===== src/rtl/shim_ads816x_pkg.sv =====
// Shared definitions for the ADS816x controller and its command sequencer.
// Command word layout: [31:30] type, [29] trig, [28] cont, [24:0] arg.
package shim_ads816x_pkg;

   localparam logic [1:0]  CMD_NO_OP   = 2'b00;
   localparam logic [1:0]  CMD_ADC_RD  = 2'b01;
   localparam logic [1:0]  CMD_SET_ORD = 2'b10;
   localparam logic [1:0]  CMD_CANCEL  = 2'b11;
   localparam int          TRIG_BIT    = 29;
   localparam int          CONT_BIT    = 28;
   localparam logic [31:0] CANCEL_WORD = 32'hC000_0000;

   typedef enum logic [2:0] {
      S_IDLE,
      S_WAIT_SETUP,
      S_PLAY,
      S_CANCEL,
      S_DONE,
      S_ERROR
   } seq_state_t;

   // NO_OP and ADC_RD carry a continue flag; the other types pass through untouched
   function automatic logic [31:0] forceCont(input logic [31:0] word, input logic isFinal);
      logic [31:0] result;
      result = word;
      if (word[31:30] == CMD_NO_OP || word[31:30] == CMD_ADC_RD)
         result[CONT_BIT] = ~isFinal;
      return result;
   endfunction

endpackage


===== src/rtl/shim_seq_prog_ram.sv =====
// Simple dual-port program RAM: one write port, one registered read port.
// The read register holds its value while i_rdEn is low.
module shim_seq_prog_ram #(
   parameter int DEPTH = 16,
   parameter int AW    = 4
) (
   input  logic          clk,
   input  logic          i_wrEn,
   input  logic [AW-1:0] i_wrAddr,
   input  logic [31:0]   i_wrData,
   input  logic          i_rdEn,
   input  logic [AW-1:0] i_rdAddr,
   output logic [31:0]   o_rdData
);

   logic [31:0] r_mem [DEPTH];

   always_ff @(posedge clk) begin
      if (i_wrEn)
         r_mem[i_wrAddr] <= i_wrData;
      if (i_rdEn)
         o_rdData <= r_mem[i_rdAddr];
   end

endmodule


===== src/rtl/shim_ads816x_adc_seq.sv =====
// Command sequencer: streams program RAM words into the ADC command FIFO,
// optionally looping, with CANCEL injection on abort and halt on any controller error.
module shim_ads816x_adc_seq
   import shim_ads816x_pkg::*;
#(
   parameter int PROG_DEPTH = 16,
   parameter int AW         = $clog2(PROG_DEPTH)
) (
   input  logic          clk,
   input  logic          reset,
   input  logic          prog_wr_en,
   input  logic [AW-1:0] prog_addr,
   input  logic [31:0]   prog_data,
   input  logic [AW:0]   seq_len,
   input  logic [15:0]   loop_count,
   input  logic          start,
   input  logic          abort,
   input  logic          adc_setup_done,
   input  logic          adc_err,
   input  logic          cmd_buf_full,
   output logic          cmd_word_wr_en,
   output logic [31:0]   cmd_word,
   output logic          busy,
   output logic          done,
   output logic          seq_error,
   output logic [15:0]   loops_done
);

   localparam logic [AW:0] LEN_ONE = (AW+1)'(1);
   localparam logic [AW:0] LEN_MAX = (AW+1)'(PROG_DEPTH);

   seq_state_t    r_state, w_nextState;
   logic [AW:0]   r_seqLen;
   logic [15:0]   r_loopCount;
   logic [AW-1:0] r_fetchPtr, r_pc;
   logic [15:0]   r_fetchPass, r_loopsDone;
   logic          r_fetchDone, r_valid, r_seqError;
   logic [31:0]   w_ramData;
   logic          w_busy, w_err, w_write, w_fetch, w_startBad;
   logic          w_finite, w_pcLast, w_fetchLast, w_lastPass, w_fetchLastPass, w_finalWord;

   assign w_busy          = (r_state != S_IDLE) && (r_state != S_ERROR);
   assign w_finite        = (r_loopCount != 16'd0);
   assign w_pcLast        = ({1'b0, r_pc} == (r_seqLen - LEN_ONE));
   assign w_fetchLast     = ({1'b0, r_fetchPtr} == (r_seqLen - LEN_ONE));
   assign w_lastPass      = w_finite && (r_loopsDone == (r_loopCount - 16'd1));
   assign w_fetchLastPass = w_finite && (r_fetchPass == (r_loopCount - 16'd1));
   assign w_finalWord     = w_pcLast && w_lastPass;
   assign w_startBad      = (seq_len == '0) || (seq_len > LEN_MAX);

   // Losing setup_done mid-stream means the controller rebooted under us
   assign w_err   = adc_err || ((r_state == S_PLAY) && !adc_setup_done);
   assign w_write = (r_state == S_PLAY) && r_valid && !cmd_buf_full && !w_err;
   assign w_fetch = (r_state == S_PLAY) && !r_fetchDone && (!r_valid || w_write);

   assign busy       = w_busy;
   assign seq_error  = r_seqError;
   assign loops_done = r_loopsDone;

   shim_seq_prog_ram #(
      .DEPTH (PROG_DEPTH),
      .AW    (AW)
   ) u_progRam (
      .clk      (clk),
      .i_wrEn   (prog_wr_en && !w_busy),
      .i_wrAddr (prog_addr),
      .i_wrData (prog_data),
      .i_rdEn   (w_fetch),
      .i_rdAddr (r_fetchPtr),
      .o_rdData (w_ramData)
   );

   always_ff @(posedge clk) begin
      if (reset)
         r_state <= S_IDLE;
      else
         r_state <= w_nextState;
   end

   always_comb begin
      w_nextState    = r_state;
      cmd_word_wr_en = 1'b0;
      cmd_word       = '0;
      done           = 1'b0;
      case (r_state)
         S_IDLE: begin
            if (start)
               w_nextState = w_startBad ? S_ERROR : S_WAIT_SETUP;
         end
         S_WAIT_SETUP: begin
            if (abort)
               w_nextState = S_DONE;
            else if (adc_setup_done)
               w_nextState = S_PLAY;
         end
         S_PLAY: begin
            cmd_word_wr_en = w_write;
            if (r_valid)
               cmd_word = forceCont(w_ramData, w_finalWord);
            if (abort)
               w_nextState = S_CANCEL;
            else if (w_write && w_finalWord)
               w_nextState = S_DONE;
         end
         S_CANCEL: begin
            cmd_word       = CANCEL_WORD;
            cmd_word_wr_en = !cmd_buf_full && !w_err;
            if (!cmd_buf_full)
               w_nextState = S_DONE;
         end
         S_DONE: begin
            done        = 1'b1;
            w_nextState = S_IDLE;
         end
         S_ERROR: w_nextState = S_ERROR;
         default: w_nextState = S_IDLE;
      endcase
      if (w_err)
         w_nextState = S_ERROR;
   end

   // The fetch side runs one word ahead of the write side and stops after the final word
   always_ff @(posedge clk) begin
      if (reset) begin
         r_seqLen    <= '0;
         r_loopCount <= '0;
         r_fetchPtr  <= '0;
         r_fetchPass <= '0;
         r_fetchDone <= 1'b0;
         r_valid     <= 1'b0;
         r_pc        <= '0;
         r_loopsDone <= '0;
         r_seqError  <= 1'b0;
      end else begin
         if (w_err)
            r_seqError <= 1'b1;
         if ((r_state == S_IDLE) && start && !w_err) begin
            r_seqLen    <= seq_len;
            r_loopCount <= loop_count;
            r_fetchPtr  <= '0;
            r_fetchPass <= '0;
            r_fetchDone <= 1'b0;
            r_valid     <= 1'b0;
            r_pc        <= '0;
            r_loopsDone <= '0;
            if (w_startBad)
               r_seqError <= 1'b1;
         end
         if (w_fetch) begin
            r_valid <= 1'b1;
            if (w_fetchLast) begin
               r_fetchPtr <= '0;
               if (w_fetchLastPass)
                  r_fetchDone <= 1'b1;
               else
                  r_fetchPass <= r_fetchPass + 16'd1;
            end else begin
               r_fetchPtr <= r_fetchPtr + 1'b1;
            end
         end else if (w_write) begin
            r_valid <= 1'b0;
         end
         if (w_write) begin
            if (w_pcLast) begin
               r_pc <= '0;
               if (r_loopsDone != 16'hFFFF)
                  r_loopsDone <= r_loopsDone + 16'd1;
            end else begin
               r_pc <= r_pc + 1'b1;
            end
         end
      end
   end

endmodule


===== config.mk =====
export PLATFORM = sky130hd
export DESIGN_NAME = shim_ads816x_adc_seq
export DESIGN_NICKNAME = d
export VERILOG_FILES = /design/src/rtl/shim_ads816x_pkg.sv /design/src/rtl/shim_seq_prog_ram.sv /design/src/rtl/shim_ads816x_adc_seq.sv
export SDC_FILE = /design/constraint.sdc
export NUM_CORES = 1
export LEC_CHECK = 0
export BUFFER_PORTS_ARGS = -buffer_cell sky130_fd_sc_hd__buf_2
export CORE_MARGIN = 2
export CORE_UTILIZATION = 40
export DETAILED_ROUTE_END_ITERATION = 7
export GPL_TIMING_DRIVEN = 0
export HOLD_SLACK_MARGIN = 0.08
export PLACE_DENSITY = 0.59
export SLEW_MARGIN = 25
export SYNTH_ARGS = -nofsm -noshare
export SYNTH_HDL_FRONTEND = slang
export SYNTH_SLANG_ARGS = --single-unit

===== constraint.sdc =====
create_clock -name clk -period 8.3 [get_ports clk]
set_input_delay 1.245 -clock clk [delete_from_list [all_inputs] [get_ports clk]]
set_output_delay 1.245 -clock clk [all_outputs]
set_load 0.02 [all_outputs]

==> out/results.tsv, run 1 <==
metric	value	unit
status	complete, no violations	
Leakage	0.009465	uW
clk_lat worst skew	0.60	ns
Die Height	252.5	microns
IO Port Bufs	115	
post-synthesis sequential area ratio	0.7154	
share of the core filled with cells	0.4779	
gr usage total	0.1973	
EDFF count, synth	544	
non-filler cells in the finished layout	2429	
hold crit path type	register to register	
RSZ-0062 raised after global routing	false	
initial antenna violation count	7	
Power Dens Cells	220.7	mW/mm^2
CTS tree	done	
Clock Path Buffers	3	
Peak VDD IR	0.1512	mV
post_cts resized	0	
Vias per Instance	5.594	
Cell variety after synth	60	
die footprint	0.06378	sq mm
GP Congestion	0.8653	
Syn Area/Cell	18.22	sq um
CTS sink count	611	
post-route minimum period	5.181	ns
vias in the first global route	13649	
Post-CTS Hold Fix Bufs	0	
Nets	1662	
Slowest-stage cell, CP	or3_1	
yosys warns	0	
post-synthesis register bit count	611	
clock slew at reported path FFs	0.06	ns
relative slew slack	0.3175	
ANT nets after route	0	
initial core utilization	0.4026	
CP Data Arrival Time	3.94	ns
Die Width	252.5	microns
WL final	62180	microns
most frequent CP cell	buf_2	
CP required	7.05	ns
Num CTS Buffers	66	
H-tree levels	3	
routed vias	13588	
fraction of layout cells with a size suffix above 1	0.2865	
post-CTS setup buffers	0	
DR iter-0 viols	1224	
first-pass GRT wire length	90650	microns
startpoint class of the critical path	register	
number of remaining DRC errors	0	
CP Max Fanout	9	
Slew Limit Fails	0	
hpwl dp	41690	microns
area leader, netlist	edfxtp_1	
Worst Tran Pin Value	1.024	ns
Setup Skew	0.02535	ns
Cells after Synth	1356	
Async SR Flop Fraction	0	
most common cell in the netlist	edfxtp_1	
GRT Residual Overflow	0	
Rows	91	
top cell type's share of synthesized area	0.6611	
layout filler cell count	5064	
Final Hold Vio Count	0	
drt pass-1 iters	5	
I/O pins	117	
Core Footprint	0.06137	sq mm
Most used DFF post-synth	edfxtp_1	
endpoints failing setup	0	
CP Class	register to output port	
Syn Std Cell Area	0.02471	sq mm
fin crit share	0.6242	
Commonest cells post-synth	edfxtp_1 (544), mux4_2 (160), nand2_1 (85)	
Area growth, synth to finish	18.69	%
critical path, cell by cell	buf_2 > inv_1 > ha_1 > or3b_1 > clkbuf_1 > or3_1 > xnor2_1 > nand2_1 > a2111oi_0 > nand4_1 > o211a_1 > buf_2	
Syn Nets	1428	
DR WL/cell	25.60	microns
Max Cap Viol	0	
crit path capture type	output port	
Root Buffer	clkbuf_16	
setup TNS	0	ns
Max Clock Freq	193.0	MHz
placed cells	2312	
largest net degree at the start of global routing	17	
CP max stage delay	0.51	ns
top post-synthesis cells by area	edfxtp_1 (66%), mux4_2 (15%), dfxtp_1 (5.4%), xnor2_1 (1.5%), nand2_1 (1.3%)	
==> where the power goes <==
| part | leakage [uW] | switching [uW] | internal (uW) |
|---|---|---|---|
| sequential | 0.00544 | 13.4 | 3380 |
| combinational | 0.00304 | 178 | 104 |
| clock | 0.000986 | 1190 | 1610 |
| total | 0.00946 | 1380 | 5090 |
==> worst paths after layout <==
| check | startpoint | endpoint | slack (ns) | cells after the start |
|---|---|---|---|---|
| setup reg to reg | r_state[0]$_SDFFE_PP0P_ | u_progRam.r_mem[0][10]$_DFFE_PP_ | 4.37 | 10 |
| hold / removal | r_seqLen[4]$_SDFFE_PP0P_ | r_seqLen[4]$_SDFFE_PP0P_ | 0.49 | 2 |
| setup / recovery | r_loopCount[0]$_SDFFE_PP0P_ | cmd_word[28] | 3.12 | 12 |
| hold reg to reg | r_seqLen[4]$_SDFFE_PP0P_ | r_seqLen[4]$_SDFFE_PP0P_ | 0.49 | 2 |
==> cell usage in the layout, fill, tap and decap left out, types with 16 or more instances in the layout <==
cell type / n
a21oi_1: 54
and2_1: 34
and3_1: 17
buf_16: 23
buf_2: 127
buf_4: 24
clkbuf_1: 57
clkbuf_16: 66
clkinv_1: 16
dfxtp_1: 67
edfxtp_1: 544
mux4_2: 160
nand2_1: 85
nand3_1: 22
nor2_1: 39
nor3_1: 20
o21ai_0: 23
xnor2_1: 42
==> logic make-up (layout without fill, tap and decap cells) <==
group	after synthesis	count (layout)	share of synthesized area
simple gates	316	316	0.06871
xor+xnor	55	55	0.02117
buf+inv	85	366	0.01398
fa+ha+maj	7	7	0.003544
mux	167	167	0.1487
flops	611	611	0.7154
compound gates	115	115	0.02851
other cells	0	2	0
==> critical path: cells and delay by family, from the launching register on <==
| family | cells | cell delay [ns] |
|---|---|---|
| AND/OR/NAND/NOR | 4 | 1.23 |
| AO/OA/AOI/OAI | 2 | 0.73 |
| buffers and inverters | 4 | 0.69 |
| flip-flops | 1 | 0.29 |
| adder cells (fa/ha/maj) | 1 | 0.23 |
| XOR/XNOR | 1 | 0.18 |
==> registers in the layout, indices dropped and copies added, names as in the netlist <==
signal / cells
r_loopCount: 16
r_fetchPtr: 4
loops_done: 16
r_pc: 4
r_valid: 1
u_progRam.r_mem: 512
seq_error: 1
r_state: 3
r_fetchDone: 1
r_fetchPass: 16
r_seqLen: 5
u_progRam.o_rdData: 32
==> metal layers <==
| metal | track usage | part of all wire |
|---|---|---|
| met1 | 0.2584 | 0.41 |
| met2 | 0.3378 | 0.51 |
| met3 | 0.03584 | 0.059 |
| met4 | 0.05545 | 0.022 |
| met5 | 0 | 0.00080 |
==> per-stage QoR <==
| step | cell area, sq um | setup slack, ns | power [uW] | hold slack [ns] |
|---|---|---|---|---|
| 2_1_floorplan | 24710 | 3.404 | 3612 | 0.4431 |
| 3_3_place_gp | 26270 | 0.2866 | 3715 | 0.4586 |
| 3_5_place_dp | 27280 | 3.747 | 3737 | 0.4836 |
| 4_1_cts | 29320 | 3.122 | 6530 | 0.4932 |
| 5_1_grt | 29320 | 2.911 | 6664 | 0.5210 |
| 6_report | 29330 | 3.119 | 6473 | 0.4915 |
==> cell type report <==
| type | count | area (sq um) | share of cell area |
|---|---|---|---|
| clock inverters | 32 | 271.5 | 0.009257 |
| flip-flops and latches | 611 | 17680 | 0.6027 |
| inverters | 13 | 48.80 | 0.001664 |
| well taps | 790 | 988.4 | 0.03370 |
| plain buffers | 72 | 317.8 | 0.01084 |
| repair buffers | 166 | 1443 | 0.04919 |
| diodes | 2 | 5.005 | 0.0001706 |
| clock buffers | 83 | 1765 | 0.06019 |
| multi-input cells | 660 | 6813 | 0.2323 |
(Power assumes the default switching activity.)
==> inputs of run 2 (changes only) <==
ABC_AREA = 1   (was not set)
PLACE_DENSITY = 0.61   (was 0.59)
clock period = 4.54 ns   (was 8.3 ns; I/O delays follow)
==> run 2 against run 1 <==
  * First-iteration DRC count grew 90%
  * Clock power grew 75%
  * Sequential power increased by 83%
  * Utilization down 0.44 points
  * Critical endpoint is now cmd_word[21]
  * Largest cell class unchanged
==> out/results.tsv, run 2 <==
metric	value	unit	change
Rows	92		+1.1%
placed cells	3090		+34%
post-synthesis register bit count	611		unchanged
CTS tree	done		
Core Footprint	0.06331	sq mm	+3.2%
number of remaining DRC errors	0		unchanged
Flop pwr share	0.524		about the same
drt pass-1 iters	6		+1
Worst Tran Pin Value	0.9632	ns	-0.06046 ns
H-tree levels	2		-1
Hold EP	r_loopCount[0]$_SDFFE_PP0P_		
Die Width	257.5	microns	+1.9%
Cell variety after synth	45		-25%
Internal	9056	uW	+78%
Nets	2379		+43%
Post-CTS Hold Fix Bufs	0		unchanged
GP Congestion	0.8601		-0.60%
Final Hold Slack	0.3416	ns	-0.1500 ns
Syn Std Cell Area	0.02570	sq mm	+4.0%
DR iter-0 viols	2327		+90%
Num CTS Buffers	61		-7.6%
Final Hold Vio Count	0		unchanged
max FFs per register	512		unchanged
I/O pins	117		unchanged
min-delay src	loop_count[0]		
DR WL/cell	24.71	microns	-3.5%
Power Dens Cells	396.2	mW/mm^2	+80%
Max Clock Freq	257.2	MHz	
post-route minimum period	3.888	ns	
relative slew slack	0.3578		+0.04030
vias in the first global route	17783		+30%
Most used DFF post-synth	edfxtp_1		
top cell type's share of synthesized area	0.6357		-0.02540
CP Max Fanout	10		+1
top post-synthesis cells by area	edfxtp_1 (64%), dfxtp_1 (5.2%), nor2_1 (4.6%), mux2i_1 (3.7%), nand2_1 (3.7%)		
post-synthesis sequential area ratio	0.6879		-0.02748
fin crit share	0.8564		
routed vias	18240		+34%
reg2reg end	r_fetchPass[7]$_SDFF_PP0_		
ANT nets after route	0		unchanged
worst reg-to-reg setup slack	1.36	ns	-3.01 ns
status	complete, no violations		
Area growth, synth to finish	16.66	%	
first-pass GRT wire length	115200	microns	+27%
RSZ-0062 raised after global routing	false		
non-filler cells in the finished layout	3208		+32%
hpwl dp	52910	microns	+27%
most flop-heavy register	u_progRam.r_mem		
GRT Residual Overflow	0		unchanged
die footprint	0.06629	sq mm	+3.9%
Setup Skew	0.04230	ns	+0.01696 ns
Commonest cells post-synth	edfxtp_1 (544), nor2_1 (315), nand2_1 (256)		
initial core utilization	0.4059		+0.003251
Design Area, Final	0.02998	sq mm	+2.2%
Gate power share	0.064		+0.020
setup slack after layout	0.6521	ns	-2.467 ns
Vias per Instance	5.686		+1.6%
Reg2Reg Depth	16		+6
gr usage total	0.2346		+0.03734
Slew Limit Fails	0		unchanged
worst hold path cell count	3		+1
most common cell in the netlist	edfxtp_1		
startpoint class of the critical path	register		
Syn Nets	2176		+52%
CTS sink count	611		unchanged
EDFF count, synth	544		unchanged
Max Cap Viol	0		unchanged
sequential cell area	0.01768	sq mm	unchanged
hold crit path type	input pin to register		
CP Class	register to output port		
Cell Area, Placed	0.02804	sq mm	+2.8%
most common cell after layout, fill and taps aside	edfxtp_1		
yosys warns	0		unchanged
fraction of layout cells with a size suffix above 1	0.1445		-0.1420
Clk pwr share	0.412		-0.021
post_cts resized	0		unchanged
most frequent cells in the layout	edfxtp_1 (544), nor2_1 (299), nand2_1 (256), o21ai_0 (169), buf_2 (133)		
clock slew at reported path FFs	0.06	ns	about the same
area leader, netlist	edfxtp_1		
sw power	2823	uW	+100%
top flop regs	u_progRam.r_mem (512), u_progRam.o_rdData (32)		
CP Data Arrival Time	3.21	ns	-0.73 ns
Cells after Synth	2104		+55%
Multi-input gate area	0.007297	sq mm	+7.1%
Leakage	0.009917	uW	+4.8%
WL final	79260	microns	+27%
IO Port Bufs	115		unchanged
Peak VDD IR	0.3530	mV	+130%
layout filler cell count	5649		+12%
Die Height	257.5	microns	+1.9%
CP required	3.86	ns	-3.19 ns
Clock Path Buffers	3		unchanged
R2R Path Start	r_state[1]$_SDFFE_PP0P_		
post-CTS setup buffers	0		unchanged
Root Buffer	clkbuf_16		
Syn Area/Cell	12.21	sq um	-33%
clk_lat worst skew	0.66	ns	+0.06 ns
share of the core filled with cells	0.4735		-0.004392
Async SR Flop Fraction	0		unchanged
crit path capture type	output port		
largest net degree at the start of global routing	35		+18
Sw Share	0.2377		+0.02390
endpoints failing setup	0		unchanged
pre-CTS setup slack	1.365	ns	-2.382 ns
initial antenna violation count	4		-3
==> run 2: cell types whose count changed after synthesis, sizes merged, moves of 90 or more <==
cell / before / now
o221ai: 0 / 96
o21ai: 24 / 176
mux2i: 6 / 96
nand2: 85 / 269
nor2: 51 / 342
mux4: 160 / 0
==> run 2: stage by stage <==
stage	total power (uW)	TNS (ns)
after floorplan	6781	0
after global placement	7056	-198.85
after detailed placement	7095	0
after CTS	11920	0
after global routing	12230	0
final	11880	0
==> run 2: worst max-delay path, cell delays in order, from the launching register on <==
cell     delay, ns
dfxtp_1       0.41
nor2_1        0.09
nand2_2       0.17
buf_1         0.69
buf_1         0.76
nor2_1        0.22
buf_2         0.23
==> run 2: power groups by stage <==
stage          Clock, uW  Combinational [uW]  Sequential (uW)
6_report            4900                 761             6220
5_1_grt             5170                 839             6220
4_1_cts             4940                 759             6220
3_5_place_dp           0                 757             6340
3_3_place_gp           0                 713             6340
2_1_floorplan          0                 446             6340
==> run 2: metal layers <==
layer / vias up / track usage / wire [microns]
met5: - / 0 / 24
met4: 4 / 0.08317 / 2793
met3: 173 / 0.03891 / 6664
met2: 892 / 0.3953 / 38060
met1: 9051 / 0.3061 / 31720
li1: 8120 / - / -
==> run 2: cells by family (layout without fill, tap and decap cells) <==
group / Yosys count / in the layout / share of synthesized area
adders and majority gates: 7 / 7 / 0.003408
other: 0 / 2 / 0
and+or+nand+nor: 736 / 736 / 0.1237
muxes: 96 / 96 / 0.03739
buffers and inverters: 214 / 470 / 0.03282
DFF: 611 / 611 / 0.6879
AOI/OAI and AO/OA: 403 / 403 / 0.1022
xor gates and xnor gates: 37 / 37 / 0.01261
==> run 2: final cells by class <==
| cell class | count | area share |
|---|---|---|
| plain buffers | 119 | 0.01636 |
| repair buffers | 140 | 0.03865 |
| well taps | 846 | 0.03531 |
| clock buffers | 69 | 0.05192 |
| multi-input cells | 1279 | 0.2434 |
| inverters | 95 | 0.01194 |
| diodes | 2 | 0.0001669 |
| clock inverters | 47 | 0.01260 |
| flip-flops and latches | 611 | 0.5897 |
==> run 2: worst max-delay path by stage <==
stage                       startpoint                          endpoint  slack, ns  cells past startpoint
5_1_grt        r_state[2]$_SDFFE_PP0P_                      cmd_word[19]       0.56                      6
3_3_place_gp   r_state[0]$_SDFFE_PP0P_  u_progRam.r_mem[12][2]$_DFFE_PP_      -0.52                      8
2_1_floorplan  r_state[0]$_SDFFE_PP0P_  u_progRam.r_mem[10][0]$_DFFE_PP_       1.46                      8
6_report       r_state[2]$_SDFFE_PP0P_                      cmd_word[21]       0.65                      6
3_5_place_dp            adc_setup_done         r_fetchPass[2]$_SDFF_PP0_       1.36                     14
4_1_cts        r_state[2]$_SDFFE_PP0P_                      cmd_word[19]       0.71                      6
